<file path="config.mk">
export PLATFORM = sky130hd
export DESIGN_NAME = program_loader_flat
export DESIGN_NICKNAME = d
export VERILOG_FILES = /design/src/rtl/program_loader_if.sv /design/src/rtl/program_loader.sv /design/src/flat_wrapper.sv
export SDC_FILE = /design/constraint.sdc
export NUM_CORES = 1
export LEC_CHECK = 0
export BUFFER_PORTS_ARGS = -buffer_cell sky130_fd_sc_hd__buf_2
export CORE_MARGIN = 8
export CORE_UTILIZATION = 45
export CTS_CLUSTER_SIZE = 40
export DETAILED_ROUTE_END_ITERATION = 10
export HOLD_SLACK_MARGIN = 0.08
export PLACE_DENSITY = 0.72
export REMOVE_ABC_BUFFERS = 1
export SLEW_MARGIN = 20
export SYNTH_ARGS = -nofsm -noshare
export SYNTH_HDL_FRONTEND = slang
export SYNTH_SLANG_ARGS = --single-unit
</file>
<file path="constraint.sdc">
create_clock -name clk -period 2.2 [get_ports clk]
set_input_delay 0.22 -clock clk [delete_from_list [all_inputs] [get_ports clk]]
set_output_delay 0.22 -clock clk [all_outputs]
set_load 0.01 [all_outputs]
</file>
<file path="src/rtl/program_loader_if.sv">
`default_nettype none
// ----------------------------------------------------------------------------
// program_loader_if : program word stream in, program store view out
// Rev 1.0
// ----------------------------------------------------------------------------
interface program_loader_if #(
   parameter int WORD_W = 3,
   parameter int DEPTH  = 16,
   parameter int PTR_W  = 4
);
   logic                      load_start;
   logic                      in_valid;
   logic [WORD_W-1:0]         in_data;
   logic                      in_last;
   logic                      in_ready;
   logic [DEPTH*WORD_W-1:0]   prog_flat;
   logic [PTR_W:0]            prog_len;
   logic                      loaded;
   logic                      halt_req;
   logic [1:0]                err_code;

   modport master (
      output load_start, in_valid, in_data, in_last,
      input  in_ready, prog_flat, prog_len, loaded, halt_req, err_code
   );

   modport slave (
      input  load_start, in_valid, in_data, in_last,
      output in_ready, prog_flat, prog_len, loaded, halt_req, err_code
   );
endinterface
`default_nettype wire

</file>
<file path="src/rtl/program_loader.sv">
`default_nettype none
// ----------------------------------------------------------------------------
// program_loader : writes a streamed program into the fetch store, holds halt
// Rev 1.0
// ----------------------------------------------------------------------------
module program_loader #(
   parameter int WORD_W = 3,
   parameter int DEPTH  = 16,
   parameter int PTR_W  = 4
) (
   input  wire logic          clk,
   input  wire logic          rst,
   program_loader_if.slave    ld_if
);

   typedef enum logic [1:0] {
      ST_IDLE = 2'd0,
      ST_LOAD = 2'd1,
      ST_DONE = 2'd2,
      ST_ERR  = 2'd3
   } state_t;

   localparam logic [PTR_W:0] c_full      = (PTR_W+1)'(DEPTH);
   localparam logic [1:0]     c_err_none  = 2'b00;
   localparam logic [1:0]     c_err_ovf   = 2'b01;
   localparam logic [1:0]     c_err_odd   = 2'b10;

   state_t                    state_q, state_d;
   logic [DEPTH*WORD_W-1:0]   flat_q, flat_d;
   logic [PTR_W:0]            ptr_q, ptr_d;
   logic [1:0]                err_q, err_d;
   logic                      loaded_q, loaded_d;
   logic                      halt_q, halt_d;
   logic                      w_xfer;

   assign ld_if.in_ready  = (state_q == ST_LOAD);
   assign w_xfer          = ld_if.in_valid & ld_if.in_ready;

   assign ld_if.prog_flat = flat_q;
   assign ld_if.prog_len  = ptr_q;
   assign ld_if.loaded    = loaded_q;
   assign ld_if.halt_req  = halt_q;
   assign ld_if.err_code  = err_q;

   always_ff @(posedge clk) begin
      if (rst) begin
         state_q  <= ST_IDLE;
         flat_q   <= '0;
         ptr_q    <= '0;
         err_q    <= c_err_none;
         loaded_q <= 1'b0;
         halt_q   <= 1'b1;
      end else begin
         state_q  <= state_d;
         flat_q   <= flat_d;
         ptr_q    <= ptr_d;
         err_q    <= err_d;
         loaded_q <= loaded_d;
         halt_q   <= halt_d;
      end
   end

   always_comb begin
      state_d  = state_q;
      flat_d   = flat_q;
      ptr_d    = ptr_q;
      err_d    = err_q;
      loaded_d = loaded_q;
      halt_d   = halt_q;

      // A restart wins over any word presented in the same cycle.
      if (ld_if.load_start) begin
         state_d  = ST_LOAD;
         flat_d   = '0;
         ptr_d    = '0;
         err_d    = c_err_none;
         loaded_d = 1'b0;
         halt_d   = 1'b1;
      end else begin
         unique case (state_q)
            ST_LOAD: begin
               if (w_xfer) begin
                  if (ptr_q != c_full) begin
                     for (int i = 0; i < DEPTH; i++) begin
                        if (ptr_q == (PTR_W+1)'(i)) begin
                           flat_d[i*WORD_W +: WORD_W] = ld_if.in_data;
                        end
                     end
                     ptr_d = ptr_q + (PTR_W+1)'(1);
                     // Opcode/operand pairs: the final length must be even.
                     if (ld_if.in_last) begin
                        if (ptr_q[0]) begin
                           state_d  = ST_DONE;
                           loaded_d = 1'b1;
                           halt_d   = 1'b0;
                        end else begin
                           state_d  = ST_ERR;
                           err_d    = c_err_odd;
                        end
                     end
                  end else begin
                     state_d = ST_ERR;
                     err_d   = c_err_ovf;
                  end
               end
            end
            ST_IDLE: ;
            ST_DONE: ;
            ST_ERR:  ;
            default: state_d = ST_IDLE;
         endcase
      end
   end

endmodule
`default_nettype wire
</file>
<file path="src/flat_wrapper.sv">
// flat-port wrapper written by rule: the top's interface ports become plain ports
module program_loader_flat 
#(
   parameter int WORD_W = 3,
   parameter int DEPTH  = 16,
   parameter int PTR_W  = 4
)
  (clk, rst, ld_if_load_start, ld_if_in_valid, ld_if_in_data, ld_if_in_last, ld_if_in_ready, ld_if_prog_flat, ld_if_prog_len, ld_if_loaded, ld_if_halt_req, ld_if_err_code);
  program_loader_if #(.WORD_W(WORD_W), .DEPTH(DEPTH), .PTR_W(PTR_W)) ld_if_i ();
  input  wire logic clk;
  input  wire logic rst;
  input wire logic [$bits(ld_if_i.load_start)-1:0] ld_if_load_start;
  input wire logic [$bits(ld_if_i.in_valid)-1:0] ld_if_in_valid;
  input wire logic [$bits(ld_if_i.in_data)-1:0] ld_if_in_data;
  input wire logic [$bits(ld_if_i.in_last)-1:0] ld_if_in_last;
  output wire logic [$bits(ld_if_i.in_ready)-1:0] ld_if_in_ready;
  output wire logic [$bits(ld_if_i.prog_flat)-1:0] ld_if_prog_flat;
  output wire logic [$bits(ld_if_i.prog_len)-1:0] ld_if_prog_len;
  output wire logic [$bits(ld_if_i.loaded)-1:0] ld_if_loaded;
  output wire logic [$bits(ld_if_i.halt_req)-1:0] ld_if_halt_req;
  output wire logic [$bits(ld_if_i.err_code)-1:0] ld_if_err_code;
  assign ld_if_i.load_start = ld_if_load_start;
  assign ld_if_i.in_valid = ld_if_in_valid;
  assign ld_if_i.in_data = ld_if_in_data;
  assign ld_if_i.in_last = ld_if_in_last;
  assign ld_if_in_ready = ld_if_i.in_ready;
  assign ld_if_prog_flat = ld_if_i.prog_flat;
  assign ld_if_prog_len = ld_if_i.prog_len;
  assign ld_if_loaded = ld_if_i.loaded;
  assign ld_if_halt_req = ld_if_i.halt_req;
  assign ld_if_err_code = ld_if_i.err_code;
  program_loader #(.WORD_W(WORD_W), .DEPTH(DEPTH), .PTR_W(PTR_W)) u_core (.clk(clk), .rst(rst), .ld_if(ld_if_i));
endmodule
</file>
### Word-level counts from Yosys, hierarchy flattened

Index checks and enable logic that the tools add are counted.

| cells by class | value |
|---|---|
| $add $sub $neg | 1 |
| bitwise logic cells | 1 |
| reductions and logical operators | 25 |
| equality and inequality tests | 20 |
| multiplexer cells | 9 |

Operators with widths:

| cell | number |
|---|---|
| $reduce_and A4 Y1 | 17 |
| $eq A5 B4 Y1 const B | 8 |
| $eq A5 B3 Y1 const B | 4 |
| $eq A5 B2 Y1 const B | 2 |
| $mux W2 | 5 |
| $reduce_and A3 Y1 | 3 |
| $add A5 B1 Y5 const B | 1 |
| $eq A5 B1 Y1 const B | 1 |
| $logic_not A5 Y1 | 1 |
| $ne A5 B5 Y1 const B | 1 |
| $reduce_and A5 Y1 | 1 |
| $mux W1 | 4 |
| $ne A2 B2 Y1 const B | 2 |
| $reduce_bool A2 Y1 | 2 |
| $ne A3 B3 Y1 const B | 1 |
| $eq A2 B1 Y1 const B | 1 |
| $reduce_or A2 Y1 | 1 |
| $and A1 B1 Y1 | 1 |

| word-level totals | value |
|---|---|
| register bits | 59 |

### Longest topological paths before layout

Gate-level depths: netlist (run 1).

| depth | value |
|---|---|
| word-level depth | 6 |
| mapped depth | 6 |

### Worst setup path before layout (run 1)

OpenSTA, ideal clock, no wires.

| path | value |
|---|---|
| path kind | register to register |
| start | register u_core.ptr_q[0] (netlist: u_core.ld_if.prog_len[0]) |
| end | register u_core.ptr_q[2] (netlist: u_core.ld_if.prog_len[2]) |
| cell stages (with the launch flop) | 6 |
| arrival | 1608 ps |
| path buffers | 0 |
| period minus slack after synthesis | 1678 ps |
| required time | 2130 ps |
| setup slack | 522 ps |
| cell sequence | dfxtp_1 -> inv_1 -> ha_1 -> and4bb_2 -> or4_1 -> a21oi_1 |

| on the way | value |
|---|---|
| longest elaborated chain between the ends | 2 |

RTL lines:

| item | line | text |
|---|---|---|
| from (decl) | program_loader.sv:30 | `logic [PTR_W:0] ptr_q, ptr_d;` |
| from (signal assigned) | program_loader.sv:56 | `ptr_q <= ptr_d;` |
| branches (longest 2 deep; another with $add A5 B1 Y5) | -- |  |

Several ways; the timed one is not identified.
A chain may end at the register's enable or synchronous reset.

### Worst setup path after layout (run 1)

Ends and elaborated chain as after synthesis.

==> results, run 1 <==
- The run finished with clean final reports.
- Ranked by total cell area, the synthesized netlist is headed by dfxtp_1 49%, mux2i_1 20%, nand2_1 8.4%.
- The overall die height is 89.31 um.
- The final critical-path required period is 1.789 ns.
- The share of synthesized flip-flops with an asynchronous set or reset is 0%.
- The wire length of the first global-routing pass is 9515 um.
- The register bit count reported by yosys is 59.
- The number of clock buffers added by TritonCTS is 9.
- The longest clock path from root to sink contains 2 buffers.
- The average instance area after synthesis is 10.04 sq um.
- The clock arrives with 0.007370 ns of skew.
- Counting instances, the worst hold path has a depth of 2.
- The total track usage is 15.47%.
- Setup repair after global routing left no endpoint under its margin.
- The number of enable flip-flop cells after synthesis is 0.
- The signal on the critical path passes through inv_1 > ha_1 > and4bb_2 > or4_1 > a21oi_1.
- The largest driver fanout on the critical path is 8.
- The post-cts sizing count is 0.
- The post-route netlist has 30.23% of its cells at a drive strength greater than 1.
- The core outline area is 5140 sq um.
- Using the TritonRoute via totals, the vias-per-cell ratio works out to 5.126.
- Measured along the x axis, the die boundary spans 89.31 um.
- The final layout contains routed wiring with a total length of 5772 um.
- The number of global-route vias before repair came to 1997.
- The final-report setup violation count is 0.
- Static timing analysis puts the maximum clock frequency at 559.1 MHz.
- For this run the aggregate overflow at the end of global routing stands at 0.
- Routability-driven placement finished with a final weighted congestion of 0.8347.
- The net count of the finished layout is 320.
- The starting utilization of the core area is 47.05%.
- The TritonCTS clock tree is done.
- Sequential elements use 48.84% of the synthesized area.
- The routed wire length per instance is 15.15 um.
- At the pin with the least slew margin, the transition time is 0.6330 ns.
- The sum of net half-perimeters after detailed placement is 4034 um.
- The number of cells on the worst reg-to-reg path is 5.
- The repair_antennas step left the layout with diodes totalling 0.
- The kind of start point of the critical path is a register.
- The count of port buffers added during placement is 65.
- Summed over all cells, the static leakage comes to 1.674 nW.
- Entering global routing, the biggest net connects 36 pins.
- The utilization after layout is 58.71%.
- The area share of the leading cell type in the synthesized netlist is 48.84%.
- After clock tree synthesis, the clock-pin slew on the worst setup and hold paths is 0.06 ns.
- The die covers 7976 sq um.
- After layout, the worst setup slack is 0.4114 ns.
- In this run the power density over the cells is 748.2 nW/um^2.
- The launch point of the critical path is u_core.ld_if.prog_len[0].
- After filler insertion, the fill cell instance count of the layout stands at 470.
- The path class of the tightest hold or removal check is input port to register.
- Clock tree synthesis selected as its root buffer the cell clkbuf_8.
- The synthesized design spends more area on one cell type than any other, namely dfxtp_1.
- The end of the worst hold path is u_core.state_q[0].
- The Yosys step of the flow raised 0 warnings.
- The ratio of final minimum period to clock period is 81.30%.
- In this run the register-to-register setup slack is 0.41 ns.
- Clock latency on the worst-skew pair, taken at its later pin, is 0.33 ns.
- The hold buffer count at cts is 0.
- The number of buffers and inverters on the critical path is 1.
- The first-pass detailed-route iteration total is 4.
- The element type at the critical path end is a register.
- The arrival time reported for the critical path endpoint is 2.05 ns.
- The clock net in this run drives a total of 59 sinks.
- The buffers inserted during post-CTS setup optimization is 0.
- The largest stage delay on the critical path is 0.47 ns.
- The required time at the endpoint of the critical path is 2.46 ns.
- On the critical path the largest part of the delay comes from simple AND/OR/NAND/NOR gates.
- The count of nets left with antenna violations once routing finished came out at 0.
- The number of top-level pins is 66.
- The maximum resistive drop on vdd is 0.4190 mV.
- The final hold violation count is 0.
- The initial antenna violation count is 0.
- The end of the worst register-to-register path is u_core.ld_if.prog_len[2].
- The worst setup slack after placement is 0.4543 ns.
- Synthesis produced a netlist whose cell count is 241.
- The number of distinct library cells after synthesis is 35.
- The worst register-to-register path begins at u_core.ld_if.prog_len[0].
- In the synthesized netlist the dominant register cell turns out to be dfxtp_1.
- The DRC violation count after routing is 0.
- The hold path startpoint is rst.
- The netlist area before placement is 2419 sq um.
- The number of DRC violations after detailed-routing iteration 0 is 87.
- The startpoint-to-endpoint class of the critical path is register to register.
- The number of pins with negative max-slew slack in the final report is 0.
- The slowest cell on the critical path is dfxtp_1.
- Max-cap violations in this run came to 0.
- The area added between synthesis and finish is 24.78%.
- The number of levels the H-tree was split into is 3.
- The headroom to the max-slew limit is 57.70%.
- The final route contains 1953 vias.
- The floorplan has 26 rows.
placed cells by master (no fill, tap or decap):
cell	n
nand4b_1	3
buf_2	65
nand4_1	4
inv_1	6
o211a_1	1
nand3b_1	1
a31oi_1	1
and2b_1	1
nor2b_1	2
or4_1	1
and4bb_2	1
or3_1	1
nand4bb_1	1
o21a_1	1
ha_1	6
nand4_2	3
mux2i_1	48
nand3_1	6
a21oi_1	5
bufinv_16	2
nand2_1	54
or2_2	1
nor2_1	2
nor4b_1	1
o21ai_0	7
dfxtp_1	59
o22ai_1	1
nor2_4	1
buf_4	4
and3b_1	1
a211oi_1	1
nand4b_2	3
and3_1	2
clkbuf_8	11
nor3_1	1
clkinv_2	3
sequential cells by signal (all words and copies together), names as in the netlist:
name / flops
u_core.ld_if.halt_req: 1
u_core.ld_if.prog_len: 5
u_core.ld_if.err_code: 2
u_core.ld_if.prog_flat: 48
u_core.ld_if.loaded: 1
u_core.state_q: 2
Yosys cell counts, types with 3 or more instances:
| cell | count |
|---|---|
| dfxtp_1 | 59 |
| inv_1 | 6 |
| mux2i_1 | 48 |
| nand3_1 | 6 |
| nand4b_1 | 3 |
| ha_1 | 6 |
| o21ai_0 | 7 |
| nand4b_2 | 3 |
| a21oi_1 | 5 |
| nor2_1 | 3 |
| clkbuf_1 | 9 |
| nand4_2 | 3 |
| nand2_1 | 54 |
| nand4_1 | 4 |
power breakdown:
group,leakage [nW],internal (W),switching (W)
clock,0.119,0.000694,0.000408
combinational,1.08,0.0000234,0.0000569
sequential,0.476,0.00107,0.00000407
total,1.67,0.00179,0.000469
per-stage QoR:
stage / hold WS, ns / instances / instance area (sq um) / setup TNS (ns) / power, W
global route: 0.1284 / 381 / 3018 / 0 / 0.002338
global placement: 0.4423 / 365 / 2791 / 0 / 0.001180
finish: 0.1197 / 381 / 3018 / 0 / 0.002258
floorplan: 0.2928 / 226 / 2341 / -34.05 / 0.001145
detailed placement: 0.4486 / 365 / 2791 / 0 / 0.001181
CTS: 0.1071 / 381 / 3018 / 0 / 0.002282
cell type report:
class	instances	area, sq um	share of cell area (%)
timing repair buffer	69	355.3	11.77
clock buffer	11	151.4	5.017
multi-input combinational	161	1145	37.94
tap	70	87.58	2.902
inverter	6	22.52	0.7463
sequential	59	1181	39.14
clock inverter	5	75.07	2.488
per-layer routing:
layer	wire length, um	global-route usage, %
met1	2602	18.00
met2	2749	25.99
met3	321	3.309
met4	98	8.157
met5	0	0
how the worst max path moves through the flow:
stage | endpoint | slack, ns | cells past startpoint
CTS | u_core.ld_if.prog_len[2] | 0.43 | 5
detailed placement | u_core.ld_if.prog_len[2] | 0.45 | 5
global placement | u_core.ld_if.prog_len[2] | 0.53 | 5
finish | u_core.ld_if.prog_len[2] | 0.41 | 5
floorplan | u_core.ld_if.prog_flat[0] | -0.70 | 3
global route | u_core.ld_if.prog_len[2] | 0.29 | 5
logic make-up after synthesis:
family	share of synthesized area [%]
and+or+nand+nor	20.02
DFF	48.84
muxes	19.87
buffers and inverters	4.138
AOI/OAI and AO/OA	4.035
adders and majority gates	3.104
Note: power is estimated with default switching activity, not from simulation.
==> run 2: changes to the inputs <==
--- a/config.mk
+++ b/config.mk
@@ -11,7 +11,7 @@
 export CTS_CLUSTER_SIZE = 40
 export DETAILED_ROUTE_END_ITERATION = 10
 export HOLD_SLACK_MARGIN = 0.08
-export PLACE_DENSITY = 0.72
+export PLACE_DENSITY = 0.75
 export REMOVE_ABC_BUFFERS = 1
 export SLEW_MARGIN = 20
 export SYNTH_ARGS = -nofsm -noshare
==> constraint.sdc (replaced) <==
create_clock -name clk -period 1.5 [get_ports clk]
set_input_delay 0.15 -clock clk [delete_from_list [all_inputs] [get_ports clk]]
set_output_delay 0.15 -clock clk [all_outputs]
set_load 0.01 [all_outputs]
==> results, run 2 (synthesized netlist as in run 1, its figures left out) <==
- The final-report setup violation count is 0.
- The number of sinks on the clock net is 59.
- The DRC violation count after routing is 0.
- The critical path goes through buf_4 > ha_1 > and3_1 > ha_1 > nand3_2 > mux2i_1.
- The portion of total power attributed to sequential cells is 48.7%.
- The final estimated routing congestion in global placement is 0.9507.
- The number of DRC violations after detailed-routing iteration 0 is 83.
- Once the floorplan was initialized, standard cells occupied 47.05% of the core.
- The overall die height is 89.31 um.
- The flop-to-flop setup slack is 0.07 ns.
- Power spread over the standard cell area amounts to 1022 nW/um^2.
- The path category of the worst min-delay check is input port to register.
- STA puts the critical path data required time at 1.75 ns.
- The flow ran to the end, and the final reports show no timing, DRC or antenna violations.
- Global routing finished with a remaining overflow of 0.
- In this run the worst path has a maximum fanout of 7.
- The number of top-level pins is 66.
- Clock-pin slew was measured on the worst setup and hold paths at 0.06 ns.
- The initial antenna violation count was 0.
- The count of port buffers added during placement is 65.
- The slowest stage of the critical path belongs to the cell dfxtp_2.
- The highest achievable clock rate is 700.9 MHz.
- The number of CTS-inserted buffers is 9.
- The number of global-route vias before repair is 1875.
- The number of antenna diodes in the final layout is 0.
- The met3 demand-to-capacity share in global routing is 5.331%.
- The net load switching power is 0.0006668 W.
- The startpoint of the worst register-to-register path is u_core.ld_if.prog_len[0].
- In the global route stage, met2 resource usage came out at 23.50%.
- The headroom to the max-slew limit is 78.65%.
- The power share of the clock group is 46.6%.
- The final hold violation count is 0.
- The family with the most delay on the worst path is adder cells.
- The number of fill cells is 464.
- The largest stage delay on the critical path is 0.32 ns.
- The critical path is of the register to register type.
- The sum of net half-perimeters after detailed placement is 4172 um.
- The die outline area is 7976 sq um.
- The met1 global-route usage is 19.17%.
- The die width is 89.31 um.
- Between clock sinks in the finished design, the worst skew comes to 0.005574 ns.
- Setup repair after global routing left no endpoint under its margin.
- The wire length of the first global-routing pass is 9301 um.
- The share of layout cells above drive strength 1 is 34.66%.
- The endpoint of the most critical setup path is u_core.ld_if.prog_flat[47].
- The number of levels the H-tree was split into is 3.
- The number of flip-flops under the largest register name is 48.
- Of the total power, the share spent switching nets is 20.58%.
- Compared with the post-synthesis result, the final layout area differs by 31.04%.
- At the pin with the least slew margin, the transition time is 0.3203 ns.
- The endpoint identified for the worst register-to-register timing path is u_core.ld_if.prog_flat[47].
- Max-cap violations in this run came to 0.
- STA classifies the critical path endpoint as a register.
- Once detail routing completed, the nets flagged for antenna violations numbered 0.
- The combinational share of power is 4.7%.
- The first-pass detailed-route iteration total is 4.
- The total track usage is 15.36%.
- Data on the critical path arrives at its endpoint at 1.68 ns.
- The number of cells traversed by the worst register-to-register path is 6.
- The instance count on the critical path is 6.
- The final critical-path required period is 1.427 ns.
- The clock latency reported for the late side of the worst-skew pair is 0.33 ns.
- The number of buffers and inverters on the critical path is 1.
- Wires add up to 5735 um.
- The layer with the highest usage after global routing is met2.
- The TritonCTS clock tree is done.
- The core outline area is 5140 sq um.
- Cell internal power was estimated by the tool at 0.002573 W.
- The most critical setup path has its startpoint at u_core.ld_if.prog_len[0].
- Summed over all cells, the static leakage comes to 1.745 nW.
- The clock root buffer master is clkbuf_8.
- Entering global routing, the biggest net connects 33 pins.
- The maximum buffer depth of the clock tree is 2.
- By instance count, the cell type seen most on the critical path is ha_1.
- After detailed routing, the number of vias per cell comes to 4.949.
- In the final routed layout, each cell accounts on average for 14.48 um.
- The final layout contains 336 nets.
- The post-route total power is 0.003240 W.
- Dividing the final minimum period by the clock period gives 95.12%.
- Leaving out fill and tap cells, the most frequent cell in the layout is buf_2.
- Including well taps, the total number of placed cells is 379.
- The number of cells in the finished layout apart from fillers is 396.
- The worst setup path is launched from a register.
- VDD sags by at most 0.6576 mV.
- The site row count is 26.
- The number of pins with negative max-slew slack in the final report is 0.
- Leaving out fill and tap cells, the most frequent cells in the layout are 65 x buf_2, 57 x dfxtp_1, 54 x nand2_1, 48 x mux2i_1, 17 x buf_4.
- The vias after detailed routing is 1960.
-- run 2: changes by cell type in the layout (fill, tap and decap cells not counted), moves of 2 or more --
cell      before  now
dfxtp_1       59   57
buf_4          4   17
clkinv_2       3    0
clkbuf_8      11   13
buf_12         0    2
dfxtp_2        0    2
-- run 2: worst register-to-register path, stage by stage (launching register included) --
cell     delay [ns]
dfxtp_2        0.32
buf_4          0.15
ha_1           0.20
and3_1         0.19
ha_1           0.19
nand3_2        0.10
mux2i_1        0.21
-- run 2: repair_timing --
| item | CTS | global route |
|---|---|---|
| resized for setup | 0 | 6 |
| setup endpoints to repair | 0 | 4 |
| hold buffers | 1 | 0 |
| setup buffers | 0 | 1 |
| hold endpoints to repair | 1 | 0 |
-- run 2: cell type report --
cell class	instances	area (sq um)	share of cell area, %
sequential	59	1184	37.35
multi-input combinational	161	1160	36.60
timing repair buffer	85	503.0	15.87
clock buffer	14	182.7	5.764
tap	70	87.58	2.764
clock inverter	1	30.03	0.9475
inverter	6	22.52	0.7106
-- run 2: worst min path at each step --
stage,start,endpoint,slack (ns),cells past startpoint
6_report,ld_if_load_start,u_core.state_q[0],0.13,3
5_1_grt,ld_if_load_start,u_core.state_q[0],0.12,3
4_1_cts,ld_if_load_start,u_core.state_q[0],0.12,3
3_5_place_dp,rst,u_core.state_q[0],0.38,2
3_3_place_gp,rst,u_core.state_q[0],0.37,2
2_1_floorplan,rst,u_core.state_q[0],0.22,1
-- run 2: through the flow --
step                utilization, %  instance area (sq um)  TNS (ns)  hold slack [ns]  setup WS (ns)
global route                 61.66                   3169         0           0.1165       0.008406
detailed placement           56.84                   2922         0           0.3763        0.04258
finish                       61.66                   3169         0           0.1317        0.07321
global placement             56.84                   2922         0           0.3728        0.09515
floorplan                        -                   2341    -67.62           0.2228         -1.329
CTS                          61.17                   3144         0           0.1155        0.02762
-- run 2: routing by layer --
metal  routed length [um]  vias to the layer above
li1                     -                      994
met1                 2518                      897
met2                 2705                       60
met3                  421                        9
met4                   89                        0
met5                    0                        -
-- run 2: power groups by stage --
stage,Clock (W),Sequential [W],Combinational (W)
6_report,0.00151,0.00158,0.000151
5_1_grt,0.00163,0.00158,0.000165
4_1_cts,0.00155,0.00158,0.000149
3_5_place_dp,0,0.00161,0.000147
3_3_place_gp,0,0.00161,0.000145
2_1_floorplan,0,0.00161,0.0000640
